`config.mk`:
```
export PLATFORM = sky130hd
export DESIGN_NAME = rr_pipe_sched
export DESIGN_NICKNAME = d
export VERILOG_FILES = /design/src/rtl/rr_pipe_sched.sv
export SDC_FILE = /design/constraint.sdc
export NUM_CORES = 1
export LEC_CHECK = 0
export BUFFER_PORTS_ARGS = -buffer_cell sky130_fd_sc_hd__buf_2
export CORE_AREA = 3 3 95 97
export CTS_CLUSTER_DIAMETER = 80
export DETAILED_ROUTE_END_ITERATION = 10
export DIE_AREA = 0 0 98 100
export HOLD_SLACK_MARGIN = 0.05
export PLACE_DENSITY = 0.63
export SLEW_MARGIN = 15
export SYNTH_ARGS = -nofsm -noshare
export SYNTH_HDL_FRONTEND = slang
export SYNTH_SLANG_ARGS = --single-unit
```
`constraint.sdc`:
```
create_clock -name clk -period 3.4 [get_ports clk]
set_input_delay 0.17 -clock clk [delete_from_list [all_inputs] [get_ports clk]]
set_output_delay 0.17 -clock clk [all_outputs]
set_load 0.1 [all_outputs]
```
`src/rtl/rr_pipe_sched.sv`:
```
// Round-robin issue scheduler for a shared fixed-latency pipeline.
// Tracks the owner of each in-flight slot and steers results back to it.
module rr_pipe_sched #(
   parameter  int NUM_REQ    = 4,
   parameter  int DATA_W     = 32,
   parameter  int PIPE_DEPTH = 2,
   localparam int ID_W       = $clog2(NUM_REQ),
   localparam int CNT_W      = $clog2(PIPE_DEPTH + 1)
) (
   input  logic                            clk,
   input  logic                            rst,
   input  logic                            enable_i,
   input  logic                            flush_i,
   input  logic [NUM_REQ-1:0]              req_valid_i,
   input  logic [NUM_REQ-1:0][DATA_W-1:0]  req_data_i,
   output logic [NUM_REQ-1:0]              req_ready_o,
   output logic                            pipe_valid_o,
   output logic [DATA_W-1:0]               pipe_data_o,
   output logic [ID_W-1:0]                 pipe_id_o,
   input  logic [DATA_W-1:0]               pipe_result_i,
   output logic [NUM_REQ-1:0]              rsp_valid_o,
   output logic [DATA_W-1:0]               rsp_data_o,
   output logic [CNT_W-1:0]                inflight_o,
   output logic                            idle_o
);

   logic [ID_W-1:0]                  ptr, win_id, cand;
   logic                             found, issue;
   logic [NUM_REQ-1:0]               grant;
   logic [PIPE_DEPTH-1:0]            vld_pipe;
   logic [PIPE_DEPTH-1:0][ID_W-1:0]  id_pipe;
   logic                             tail_vld;
   logic [ID_W-1:0]                  tail_id;
   logic [CNT_W-1:0]                 cnt;

   // Search starts one past the last winner so the last winner has lowest priority.
   always_comb begin
      found  = 1'b0;
      win_id = '0;
      cand   = '0;
      for (int i = 1; i <= NUM_REQ; i++) begin
         cand = ID_W'((int'(ptr) + i) % NUM_REQ);
         if (!found && req_valid_i[cand]) begin
            found  = 1'b1;
            win_id = cand;
         end
      end
   end

   assign issue = found & enable_i & ~flush_i & ~rst;

   always_comb begin
      grant = '0;
      if (issue) grant[win_id] = 1'b1;
   end

   assign req_ready_o  = grant;
   assign pipe_valid_o = issue;
   assign pipe_data_o  = issue ? req_data_i[win_id] : '0;
   assign pipe_id_o    = issue ? win_id : '0;

   always_ff @(posedge clk) begin
      if (rst)        ptr <= ID_W'(NUM_REQ - 1);
      else if (issue) ptr <= win_id;
   end

   // Owner chain runs in lockstep with the external pipeline; never stalls.
   always_ff @(posedge clk) begin
      if (rst || flush_i) begin
         vld_pipe <= '0;
      end else begin
         vld_pipe[0] <= issue;
         for (int k = 1; k < PIPE_DEPTH; k++) vld_pipe[k] <= vld_pipe[k-1];
      end
      id_pipe[0] <= pipe_id_o;
      for (int k = 1; k < PIPE_DEPTH; k++) id_pipe[k] <= id_pipe[k-1];
   end

   assign tail_vld = vld_pipe[PIPE_DEPTH-1];
   assign tail_id  = id_pipe[PIPE_DEPTH-1];

   always_comb begin
      rsp_valid_o = '0;
      if (tail_vld && !flush_i && !rst) rsp_valid_o[tail_id] = 1'b1;
   end

   assign rsp_data_o = pipe_result_i;

   // Mirrors popcount(vld_pipe); issue and retire in one cycle cancel.
   always_ff @(posedge clk) begin
      if (rst || flush_i)          cnt <= '0;
      else if (issue && !tail_vld) cnt <= cnt + 1'b1;
      else if (!issue && tail_vld) cnt <= cnt - 1'b1;
   end

   assign inflight_o = cnt;
   assign idle_o     = (cnt == '0);

endmodule
```
==> flow_summary.json <==
{
  "critPathLaunchType": "flip-flop",
  "post-synth-top-area-cell": "mux2i_1",
  "ys_ff_latch": 10,
  "critPathTopFamily": "simple AND/OR/NAND/NOR gates",
  "antenna_found_initial": 1,
  "die_x_um": 98,
  "outcome": "finished, final reports clean",
  "finClkSkew_ns": 0.00153,
  "route.detailed.drc": 0,
  "ant_nets": 0,
  "ctsResizeCount": 0,
  "post-dp-hpwl_um": 5460,
  "vias_per_cell": 4.45,
  "layout_setup_ws_ns": 0.848,
  "io_buffers": 181,
  "clock_insertion_delay_worst_skew_ns": 0.24,
  "most-common-layout-cells": "buf_2 (181), mux2i_1 (64), o22ai_2 (28)",
  "hold_class": "in -> reg",
  "ctsHtreeMaxLevel": 1,
  "syn_nets": 367,
  "slew_violations": 0,
  "grt-ovfl-total": 0,
  "mostFrequentLayoutCell": "buf_2",
  "synth_area_leaders": "mux2i_1 (34%), o22ai_2 (19%), buf_4 (15%), dfxtp_1 (11%), buf_6 (4.2%)",
  "met1_usage_pct": 12.3,
  "cts.path.max_buffers": 2,
  "drtPass1Iterations": 4,
  "fin_crit_sh_pct": 75.1,
  "cp-end-kind": "output port",
  "fmax_mhz": 392,
  "min_period_ns": 2.55,
  "grt_pass1_wl_um": 9750,
  "postSynthCellCount": 198,
  "io_pins": 246,
  "grt_busiest_layer": "met2",
  "drive_gt1_share_pct": 65.8,
  "synth_ff_type": "dfxtp_1",
  "synthDistinctLibCells": 27,
  "finalNonFillerCells": 444,
  "final_nets": 509,
  "avgSynthCellArea_sq_um": 9.45,
  "die_h_um": 100,
  "cp_max_fo": 18,
  "cts_root_buffer": "clkbuf_8",
  "crit_required_ns": 3.23,
  "cts_hold_buf": 0,
  "path_buf_inv": 2,
  "maxCapViolations": 0,
  "critPathKind": "reg -> out",
  "core-area_sq_mm": 0.00822,
  "grt_use_total_pct": 11.9,
  "grt_start_max_net_pins": 37,
  "clkTransAtPathRegs_ns": 0.05,
  "ys_async_sr_fraction_pct": 0,
  "power_w": 0.000779,
  "synth_area_sq_mm": 0.00187,
  "clock_sinks": 10,
  "leakage_nw": 1.54,
  "cts_setup_buffers": 0,
  "die-area_sq_mm": 0.00980,
  "slowest_stage": "or2_2",
  "grtUsageMet3_pct": 3.82,
  "place_ws_ns": 1.01,
  "fin_tns_setup_ns": 0,
  "yosysTopAreaCellShare_pct": 34.2,
  "slowest_delay_ns": 0.56,
  "synth_edf_count": 0,
  "max-slew-margin-rel_pct": 61.2,
  "start_util_pct": 22.8,
  "cp_cell_sequence": "nand2b_1, nand3_1, o221ai_1, or2_2, buf_12, o22ai_1, buf_2",
  "setup-violations-final": 0,
  "rows": 33,
  "powerDensity_mw_per_mm2": 295,
  "yosysSeqAreaShare_pct": 10.7,
  "tightestPinTransition_ns": 0.582,
  "vias": 1978,
  "area_delta_synth_final_pct": 40.9,
  "cts_buffers": 3,
  "gp_congestion": 0.763,
  "cts_tree": "yes",
  "hold_viol_final": 0,
  "arrival_ns": 2.38,
  "vdd_drop_max_v": 0.000103,
  "routedWlPerCell_um": 14.5,
  "grt_pass1_vias": 2001,
  "grt_util_met2_pct": 23.0,
  "drt_first_iter_violations": 26,
  "grt_setup_unrepaired": "no",
  "dp_cells": 440,
  "yosys_warnings": 0,
  "drt-total-wl_um": 6430,
  "n_antenna_cell": 0
}
metrics by stage:
| step | instance area (sq um) | utilization, % | hold slack (ns) |
|---|---|---|---|
| 3_3_place_gp | 2580 | 31.4 | 0.313 |
| 3_5_place_dp | 2580 | 31.4 | 0.322 |
| 2_1_floorplan | 1870 | - | 0.247 |
| 4_1_cts | 2640 | 32.1 | 0.117 |
| 6_report | 2640 | 32.1 | 0.121 |
| 5_1_grt | 2640 | 32.1 | 0.129 |
cell type report:
class / count / area, sq um
fill: 870 / 5580
multi-input combinational: 134 / 1260
timing repair buffer: 184 / 966
sequential: 10 / 200
tap: 105 / 131
clock buffer: 4 / 55.1
inverter: 7 / 26.3
kinds of logic after synthesis:
family | synth area share (%)
simple gates | 6.89
buf+inv | 22.5
xor+xnor | 1.40
mux | 34.2
fa+ha+maj | 0.669
flops | 10.7
compound gates | 23.6
Yosys cell counts, types with 2 or more instances:
| master | n |
|---|---|
| mux2i_1 | 64 |
| buf_4 | 38 |
| o22ai_2 | 28 |
| nor2_1 | 11 |
| dfxtp_1 | 10 |
| buf_6 | 7 |
| nor3_1 | 5 |
| inv_1 | 4 |
| o22ai_1 | 4 |
| inv_2 | 3 |
| nand2b_1 | 3 |
| buf_8 | 2 |
| nand3_1 | 2 |
| o21ai_0 | 2 |
| or2_1 | 2 |
| xor2_1 | 2 |
sequential cells by signal, indices dropped and copies added (netlist names):
register,flops
vld_pipe,2
ptr,2
id_pipe,2
inflight_o,2
tail_id,2
routing by layer:
metal,up-vias,wire length (um)
met3,13,627
met5,-,8
li1,975,-
met2,113,3500
met4,2,93
met1,875,2210
where the power goes:
part | switching, W | internal [W] | total [W]
registers | 0.00000415 | 0.000123 | 0.000127
logic | 0.000319 | 0.000183 | 0.000502
clock network | 0.0000482 | 0.000102 | 0.000150
total | 0.000371 | 0.000408 | 0.000779
final timing paths:
check	start	end	slack, ns	depth (start not counted)
max	ptr[0]	pipe_data_o[15]	0.85	7
min	flush_i	inflight_o[0]	0.12	2
max reg2reg	ptr[0]	id_pipe[1]	1.85	4
min reg2reg	id_pipe[0]	tail_id[0]	0.33	0
No activity file was read; power rests on OpenSTA's default activity.
